### config.mk
export PLATFORM = sky130hd
export DESIGN_NAME = sfp_vec3_dot_seq_flat
export DESIGN_NICKNAME = d
export VERILOG_FILES = /design/src/rtl/sfp_vec3_dot_seq_if.sv /design/src/rtl/sfp_vec3_dot_seq.sv /design/src/flat_wrapper.sv
export SDC_FILE = /design/constraint.sdc
export NUM_CORES = 2
export LEC_CHECK = 0
export ABC_AREA = 1
export BUFFER_PORTS_ARGS = -buffer_cell sky130_fd_sc_hd__buf_4
export CAP_MARGIN = 10
export CORE_UTILIZATION = 45
export DETAILED_ROUTE_END_ITERATION = 12
export MAX_ROUTING_LAYER = met4
export PLACE_DENSITY = 0.67
export SKIP_LAST_GASP = 1
export SYNTH_ARGS = -nofsm -noshare
export SYNTH_HDL_FRONTEND = slang
export SYNTH_SLANG_ARGS = --single-unit
### constraint.sdc
create_clock -name clk -period 13.2 [get_ports clk]
set_input_delay 0 -clock clk [delete_from_list [all_inputs] [get_ports clk]]
set_output_delay 0 -clock clk [all_outputs]
set_load 0.02 [all_outputs]
### src/rtl/sfp_vec3_dot_seq_if.sv
// Operand/result handshake bundle for the sequential 3-element fixed-point
// dot product. The master side presents operands and consumes results; the
// slave side is the compute block.
interface sfp_vec3_dot_seq_if #(
  parameter int W = 32
);
  logic         in_valid;
  logic         in_ready;
  logic [W-1:0] a [3];
  logic [W-1:0] b [3];
  logic         out_valid;
  logic         out_ready;
  logic [W-1:0] out;
  logic         clipping;
  logic         busy;

  modport master (
    output in_valid, a, b, out_ready,
    input  in_ready, out_valid, out, clipping, busy
  );

  modport slave (
    input  in_valid, a, b, out_ready,
    output in_ready, out_valid, out, clipping, busy
  );
endinterface

### src/rtl/sfp_vec3_dot_seq.sv
// Sequential signed fixed-point dot product of two 3-element vectors.
// One shared W x W multiplier is stepped across the elements; the full
// 2W+2-bit sum is shifted back to Q(IW).(QW) once and saturated to W bits.
module sfp_vec3_dot_seq #(
  parameter int IW = 16,
  parameter int QW = 16
) (
  input logic               clk,
  input logic               rst,
  sfp_vec3_dot_seq_if.slave bus
);
  localparam int W  = IW + QW;
  localparam int AW = 2 * W + 2;

  // Saturation bounds, sign-extended to accumulator width.
  localparam logic signed [AW-1:0] SAT_MAX = {{(W + 3){1'b0}}, {(W - 1){1'b1}}};
  localparam logic signed [AW-1:0] SAT_MIN = {{(W + 3){1'b1}}, {(W - 1){1'b0}}};

  typedef enum logic [1:0] {
    IDLE = 2'd0,
    MAC  = 2'd1,
    DONE = 2'd2
  } state_t;

  state_t                state;
  state_t                state_nx;
  logic [1:0]            idx;
  logic signed [W-1:0]   a_r [3];
  logic signed [W-1:0]   b_r [3];
  logic signed [W-1:0]   op_a;
  logic signed [W-1:0]   op_b;
  logic signed [2*W-1:0] prod;
  logic signed [AW-1:0]  acc;
  logic signed [AW-1:0]  acc_sum;
  logic signed [AW-1:0]  res;
  logic [W-1:0]          out_r;
  logic                  clip_r;
  logic                  accept;
  logic                  last;

  assign accept = (state == IDLE) && bus.in_valid;
  assign last   = (state == MAC) && (idx == 2'd2);

  // State register.
  // NOTE: sequential state uses non-blocking assignments so every flop
  // samples pre-edge values regardless of block ordering.
  always_ff @(posedge clk or posedge rst) begin
    if (rst) state <= IDLE;
    else     state <= state_nx;
  end

  // Next-state decode.
  // NOTE: the default assignment first keeps this block free of latches
  // on any path the case statement does not cover.
  always_comb begin
    state_nx = state;
    case (state)
      IDLE:    if (bus.in_valid)  state_nx = MAC;
      MAC:     if (idx == 2'd2)   state_nx = DONE;
      DONE:    if (bus.out_ready) state_nx = IDLE;
      default:                    state_nx = IDLE;
    endcase
  end

  // Operand select for the single shared multiplier.
  always_comb begin
    op_a = a_r[0];
    op_b = b_r[0];
    case (idx)
      2'd1: begin op_a = a_r[1]; op_b = b_r[1]; end
      2'd2: begin op_a = a_r[2]; op_b = b_r[2]; end
      default: ;
    endcase
  end

  assign prod    = (2 * W)'(op_a) * (2 * W)'(op_b);
  assign acc_sum = acc + AW'(prod);
  assign res     = acc_sum >>> QW;

  // Capture operands at acceptance so later input changes cannot disturb
  // the in-flight result.
  // NOTE: pure data registers carry no reset; they are always written before
  // being read, which keeps the reset tree off this wide datapath.
  always_ff @(posedge clk) begin
    if (accept) begin
      for (int i = 0; i < 3; i++) begin
        a_r[i] <= $signed(bus.a[i]);
        b_r[i] <= $signed(bus.b[i]);
      end
    end
  end

  // Accumulate, step the element index and register the saturated result.
  always_ff @(posedge clk or posedge rst) begin
    if (rst) begin
      idx    <= 2'd0;
      acc    <= '0;
      out_r  <= '0;
      clip_r <= 1'b0;
    end else begin
      case (state)
        IDLE: begin
          if (accept) begin
            acc <= '0;
            idx <= 2'd0;
          end
        end
        MAC: begin
          acc <= acc_sum;
          idx <= last ? 2'd0 : idx + 2'd1;
          if (last) begin
            if (res > SAT_MAX) begin
              out_r  <= SAT_MAX[W-1:0];
              clip_r <= 1'b1;
            end else if (res < SAT_MIN) begin
              out_r  <= SAT_MIN[W-1:0];
              clip_r <= 1'b1;
            end else begin
              out_r  <= res[W-1:0];
              clip_r <= 1'b0;
            end
          end
        end
        default: ;
      endcase
    end
  end

  assign bus.in_ready  = (state == IDLE);
  assign bus.out_valid = (state == DONE);
  assign bus.busy      = (state != IDLE);
  assign bus.out       = out_r;
  assign bus.clipping  = clip_r;
endmodule

### src/flat_wrapper.sv
// flat-port wrapper written by rule: the top's interface ports become plain ports
module sfp_vec3_dot_seq_flat 
#(
  parameter int IW = 16,
  parameter int QW = 16
)
  (clk, rst, bus_in_valid, bus_a, bus_b, bus_out_ready, bus_in_ready, bus_out_valid, bus_out, bus_clipping, bus_busy);
  sfp_vec3_dot_seq_if bus_i ();
  input logic clk;
  input logic rst;
  input wire logic [$bits(bus_i.in_valid)-1:0] bus_in_valid;
  input wire logic [$bits(bus_i.a)-1:0] bus_a;
  input wire logic [$bits(bus_i.b)-1:0] bus_b;
  input wire logic [$bits(bus_i.out_ready)-1:0] bus_out_ready;
  output wire logic [$bits(bus_i.in_ready)-1:0] bus_in_ready;
  output wire logic [$bits(bus_i.out_valid)-1:0] bus_out_valid;
  output wire logic [$bits(bus_i.out)-1:0] bus_out;
  output wire logic [$bits(bus_i.clipping)-1:0] bus_clipping;
  output wire logic [$bits(bus_i.busy)-1:0] bus_busy;
  assign bus_i.in_valid = bus_in_valid;
  assign bus_i.a = {>>{bus_a}};
  assign bus_i.b = {>>{bus_b}};
  assign bus_i.out_ready = bus_out_ready;
  assign bus_in_ready = bus_i.in_ready;
  assign bus_out_valid = bus_i.out_valid;
  assign bus_out = bus_i.out;
  assign bus_clipping = bus_i.clipping;
  assign bus_busy = bus_i.busy;
  sfp_vec3_dot_seq #(.IW(IW), .QW(QW)) u_core (.clk(clk), .rst(rst), .bus(bus_i));
endmodule
# Word-level counts from Yosys, hierarchy flattened
# Memory sizes are Yosys's and may differ from the RTL's.
# Cells that the tools add are included.
totals:
  regBits: 103
  latch_bits: 0
  ramBits: 192
  rom_bits: 0
  inputBits: 196
  output_inout_bits: 36
  wordCells: 45
  n_memories: 2
classes:
  add_sub_neg: 2
  mul: 1
  div: 0
  magnitude_cmp: 2
  eq_ne: 8
  shift: 0
  mux: 17
  bitwise_logic: 0
  reduce_logical: 8
mem_list:
  columns: ["memory", "words", "width", "rd", "rd_ports_with_merged_regs", "write_ports", "line_no", "rtl"]
  rows:
  - ["u_core.a_r", 3, 32, 3, 0, 3, "sfp_vec3_dot_seq.sv:28", "logic signed [W-1:0] a_r [3];"]
  - ["u_core.b_r", 3, 32, 3, 0, 3, "sfp_vec3_dot_seq.sv:29", "logic signed [W-1:0] b_r [3];"]
op_table:
  columns: ["cell", "n"]
  rows:
  - ["case mux 66 bit (2 select lines)", 1]
  - ["case mux 32 bit (2 select lines)", 2]
  - ["adder 66 x 64 -> 66 bit", 1]
  - ["2-to-1 mux 66 bit", 1]
  - ["multiplier 32 x 32 -> 64 bit", 1]
  - ["2-to-1 mux 32 bit", 2]
  - ["> comparator 50 x 32 -> 1 bit, second input constant", 1]
  - ["< comparator 50 x 32 -> 1 bit, second input constant", 1]
  - ["2-to-1 mux 2 bit", 5]
  - ["!= test 2 bit, second input constant", 3]
  - ["case mux 2 bit (3 select lines)", 1]
  - ["== test 2 x 1 -> 1 bit, second input constant", 2]
  - ["== test 2 bit, second input constant", 2]
  - ["2-to-1 mux 1 bit", 4]
  - ["case mux 2 bit (2 select lines)", 1]
  - ["AND reduction 2 bit", 2]
  - ["nonzero test 2 bit", 2]
  - ["AND reduction 3 bit", 1]
  - ["adder 2 x 1 -> 2 bit, second input constant", 1]
  - ["logical AND 1 bit", 2]
  - ["zero test 2 bit", 1]
  - ["!= test 2 x 1 -> 1 bit, second input constant", 1]

# Depth between registers and ports, before layout
depth:
  depth_word: 7
  mapped_depth: 49
  depth_no_buf: 44

# Least setup slack after synthesis
# No wires, ideal clock.
synth_path:
  path_type: "reg2reg"
  from: "register u_core.state[0]"
  to: "register u_core.acc[48]"
  setup_time_ns: 0.141
  arrival_time_ns: 10.779
  required_time_ns: 13.059
  slack_ns: 2.280
  path_stages_with_launch: 8
  synth_period_minus_slack_ns: 10.920
  path_cell_list: "dfrtp_1 -> nor2_1 -> inv_1 -> nor2_1 -> nor2_1 -> inv_2 -> buf_1 -> o22ai_1"
synth_between:
  elab_chain_len: 4
  elab_cells_between_ends: 7
synth_lines:
  columns: ["item", "line_no", "rtl"]
  rows:
  - ["start: declaration", "sfp_vec3_dot_seq.sv:25", "state_t state;"]
  - ["start signal: assignment", "sfp_vec3_dot_seq.sv:49", "else state <= state_nx;"]
  - ["zero test 2 bit", null, null]
  - ["named net bus_in_ready", "flat_wrapper.sv:15", "output wire logic [$bits(bus_i.in_ready)-1:0] bus_in_ready;"]
  - ["logical AND 1 bit", "sfp_vec3_dot_seq.sv:41", "assign accept = (state == IDLE) && bus.in_valid;"]
  - ["named net u_core.accept", "sfp_vec3_dot_seq.sv:38", "logic accept;"]
  - ["!= test 2 x 1 -> 1 bit (no line)", null, null]
  - ["AND reduction 2 bit (no line)", null, null]
  - ["end signal: assignment", "sfp_vec3_dot_seq.sv:109", "acc <= acc_sum;"]
  - ["end: declaration", "sfp_vec3_dot_seq.sv:33", "logic signed [AW-1:0] acc;"]
# The timed path passes the listed nets, and every way through them passes these cells.
# A chain may end at the register's enable or synchronous reset.

# Worst setup path in the final report
layout_path:
  from: "register u_core.idx[0]"
  to: "register u_core.out_r[9] (netlist: u_core.bus.out[9])"
layout_between:
  elab_chain_len: 7
  elab_cells_between_ends: 12
layout_lines:
  columns: ["item", "line_no", "rtl"]
  rows:
  - ["start: declaration", "sfp_vec3_dot_seq.sv:27", "logic [1:0] idx;"]
  - ["start signal: assignment", "sfp_vec3_dot_seq.sv:110", "idx <= last ? 2'd0 : idx + 2'd1;"]
  - ["== test 2 bit or == test 2 x 1 -> 1 bit (tied branches)", "sfp_vec3_dot_seq.sv:42, sfp_vec3_dot_seq.sv:69", null]
  - ["case mux 32 bit (2 select lines)", "sfp_vec3_dot_seq.sv:69", "case (idx)"]
  - ["multiplier 32 x 32 -> 64 bit", "sfp_vec3_dot_seq.sv:76", "assign prod = (2 * W)'(op_a) * (2 * W)'(op_b);"]
  - ["adder 66 x 64 -> 66 bit", "sfp_vec3_dot_seq.sv:77", "assign acc_sum = acc + AW'(prod);"]
  - ["< comparator 50 x 32 -> 1 bit", "sfp_vec3_dot_seq.sv:115", "end else if (res < SAT_MIN) begin"]
  - ["2-to-1 mux 32 bit", "sfp_vec3_dot_seq.sv:115", null]
  - ["2-to-1 mux 32 bit", "sfp_vec3_dot_seq.sv:112", "if (res > SAT_MAX) begin"]
  - ["end signal: assignment", "sfp_vec3_dot_seq.sv:113", "out_r <= SAT_MAX[W-1:0];"]
  - ["end signal: assignment", "sfp_vec3_dot_seq.sv:116", "out_r <= SAT_MIN[W-1:0];"]
  - ["end signal: assignment", "sfp_vec3_dot_seq.sv:119", "out_r <= res[W-1:0];"]
  - ["end: declaration", "sfp_vec3_dot_seq.sv:36", "logic [W-1:0] out_r;"]
# Parallel ways exist; a longest one is shown, timed or not.

==> summary.md <==
| Metric | Value |
|---|---|
| Outcome | completed |
| Total global routing overflow | 0 |
| Mean number of vias per cell | 5.286 |
| Sum of net half-perimeters after detailed placement | 141,700 um |
| Total negative slack for setup checks | 0 ns |
| Remaining routing DRC violations | 0 |
| Most frequent cells after synthesis | sky130_fd_sc_hd__inv_1, sky130_fd_sc_hd__fa_1, sky130_fd_sc_hd__nand2_1 |
| Count of flip-flops with a built-in enable after synthesis | 192 |
| Total CTS buffers | 37 |
| Number of global-route vias before repair | 43,920 |
| Synth async-reset ratio | 0.3492 |
| Final-layout worst hold slack | 0.1165 ns |
| R2R setup slack | 0.95 ns |
| Highest clock rate | 81.66 MHz |
| Warning count from the yosys run | 0 |
| Crit end category | register |
| Wire length after detailed routing | 177,100 um |
| Most common cell in the netlist | sky130_fd_sc_hd__inv_1 |
| Post-route core utilization | 0.5130 |
| CTS tree | built |
| # hold bufs at CTS | 195 |
| Core Area | 116,400 sq um |
| Post-CTS setup buffers | 0 |
| Final setup fails | 0 |
| Number of iterations in the first detailed-routing pass | 6 |
| Final Net Count | 7,913 |
| Routed wire per std cell | 22.67 um |
| Clock transition time at the flip-flop clock pins of the worst setup and hold paths | 0.07 ns |
| Slew headroom | 0.1648 |
| Max incr delay on CP | 1.04 ns |
| Clk Latency, worst-skew pair | 0.60 ns |
| Share of layout cells above drive strength 1 | 0.07539 |
| Final std cell area, no fill | 59,690 sq um |
| Max-slew violation total from the final report | 0 |
| Total track usage | 0.3139 |
| CP Max Fanout | 34 |
| Hold Path Class | input port to async pin |
| Total vias in the final route | 41,300 |
| Reg2Reg Depth | 39 |
| Sinks on Clock Net | 295 |
| Arr. time, crit path | 12.73 ns |
| Cell at the root of the clock tree | sky130_fd_sc_hd__clkbuf_16 |
| Slew of the pin with the lowest slew margin | 1.251 ns |
| Maximum clock insertion buffer count | 3 |
| Wire length of the first global-routing pass | 264,700 um |
| Post-CTS Resized | 0 |
| Maxcap violations | 0 |
| Post-Syn Area | 52,820 sq um |
| Final Hold Fails | 0 |
| Top cell type's share of synthesized area | 0.4673 |
| Effective utilization at floorplan | 0.4540 |
| Row count | 125 |
| Post-synthesis area per instance | 8.956 sq um |
| Worst flop-to-flop path endpoint | u_core.bus.out[9] |
| Library cell appearing most often on the critical path | sky130_fd_sc_hd__nand2_1 |
| Post-place instance area | 56,510 sq um |
| Slowest library cell on the worst path | sky130_fd_sc_hd__o21ai_1 |
| Worst setup path category | register to register |
| Post-synthesis sequential area ratio | 0.1579 |
| Synth Net Count | 7,551 |
| Flops & latches, synth | 295 |
| Number of top-level pins | 232 |
| Reg-to-reg startpoint | u_core.idx[0] |
| Top post-synthesis cells by area | sky130_fd_sc_hd__fa_1, sky130_fd_sc_hd__inv_1, sky130_fd_sc_hd__edfxtp_1 |
| Area occupied by multi-input gates | 37,680 sq um |
| Unique cell type count in the Yosys netlist | 43 |
| Startpoint kind of the worst setup timing path | register |
| Minimum period implied by the final worst setup slack | 12.25 ns |
| Most used flip-flop cell after synthesis | sky130_fd_sc_hd__edfxtp_1 |
| Largest net degree at the start of global routing | 193 |
| Setup repair after global routing missed its margin | false |
| Worst Path Required | 13.68 ns |
| Initial antenna violation count | 3 |
| IO buf count | 231 |
| Horizontal die dimension | 344.6 um |
| Dominant cell type by area after synthesis | sky130_fd_sc_hd__fa_1 |
| Area used by sequential logic in the layout | 8343 sq um |
| Share of the clock period used by the worst path after layout | 0.9277 |
| Max H-tree Level | 2 |
| Die area | 118,800 sq um |
| Filler cells | 10,720 |
| Detailed router's first-iteration violation count | 3,876 |
| Synthesis-to-layout area growth | 13.01% |
| Floorplan die height | 344.6 um |
| Last weighted congestion value of the routability-driven placer | 1.022 |
| Mapped Cells | 5,898 |
| Count of antenna-violating nets left after detailed routing | 0 |
| Clock skew | 0.03036 ns |
[logic make-up (layout without fill, tap and decap cells)]
| family | after synthesis | in the layout | share of synthesized area |
|---|---|---|---|
| buffers and inverters | 1828 | 2217 | 0.1309 |
| xor gates and xnor gates | 50 | 50 | 0.008290 |
| and+or+nand+nor | 1986 | 1986 | 0.1476 |
| AOI/OAI and AO/OA | 282 | 282 | 0.03489 |
| other | 0 | 2 | 0 |
| adders and majority gates | 1457 | 1457 | 0.5203 |
| DFF | 295 | 295 | 0.1579 |
[per-stage QoR]
step,std cells,setup WS [ns]
floorplan,5898,2.280
global placement,7549,1.277
detailed placement,7549,1.256
CTS,7810,1.211
global route,7813,0.3239
finish,7813,0.9548
[sequential cells by signal, summed over array words and instances, names as in the netlist]
name and cells:
u_core.a_r 96, u_core.acc 66, u_core.b_r 96, u_core.bus.clipping 1
u_core.bus.out 32, u_core.idx 2, u_core.state 2
[worst max-delay path by stage]
stage	startpoint	end	slack (ns)	cells past startpoint
floorplan	u_core.state[0]	u_core.acc[48]	2.28	7
global placement	u_core.idx[0]	u_core.bus.out[13]	1.28	39
detailed placement	u_core.idx[0]	u_core.bus.out[7]	1.26	39
CTS	u_core.idx[0]	u_core.bus.out[9]	1.21	39
global route	u_core.idx[0]	u_core.bus.out[30]	0.32	39
finish	u_core.idx[0]	u_core.bus.out[9]	0.95	39
[placed cells by master, fill, tap and decap left out, drive strengths merged]
cell | synthesis | layout
inv | 1606 | 1608
nand2 | 1249 | 1249
fa | 1233 | 1233
nor2 | 641 | 641
buf | 19 | 329
ha | 224 | 224
dlygate4sd3 | 0 | 195
edfxtp | 192 | 192
dfrtp | 103 | 103
o21ai | 89 | 89
a221o | 61 | 61
o22ai | 58 | 58
a21oi | 58 | 58
nand3 | 52 | 52
clkbuf | 182 | 42
clkinv | 21 | 39
xnor2 | 38 | 38
nand4 | 13 | 13
xor2 | 12 | 12
nand3b | 11 | 11
nor3 | 10 | 10
o21bai | 9 | 9
a22o | 5 | 5
bufinv | 0 | 4
nor4 | 4 | 4
and2 | 3 | 3
diode | 0 | 2
o31ai | 2 | 2
and3b | 1 | 1
and3 | 1 | 1
or2 | 1 | 1
[layer usage]
metal,global-route usage,vias to the layer above,part of all wire
met5,-,-,0
met4,0.1748,0,0.069
met3,0.06536,569,0.086
met2,0.4986,1961,0.48
met1,0.3731,21090,0.36
li1,-,17680,-
[critical path, delay by kind of cell (launching register included)]
family / cells / cell delay, ns
simple gates: 17 / 3.06
compound gates: 1 / 1.04
flops: 1 / 0.40
buf+inv: 11 / 2.53
fa+ha+maj: 10 / 5.04
[area by class of cell]
cell class | count | share of cell area
timing repair buffer | 524 | 0.07462
clock inverter | 24 | 0.004234
inverter | 1627 | 0.1024
tap | 1524 | 0.03194
clock buffer | 42 | 0.01582
antenna | 2 | 0.00008384
sequential | 295 | 0.1398
multi-input combinational | 3775 | 0.6312
Power is not shown: default switching activity piles up to over one toggle a cycle in this logic, so the estimate is an artifact.
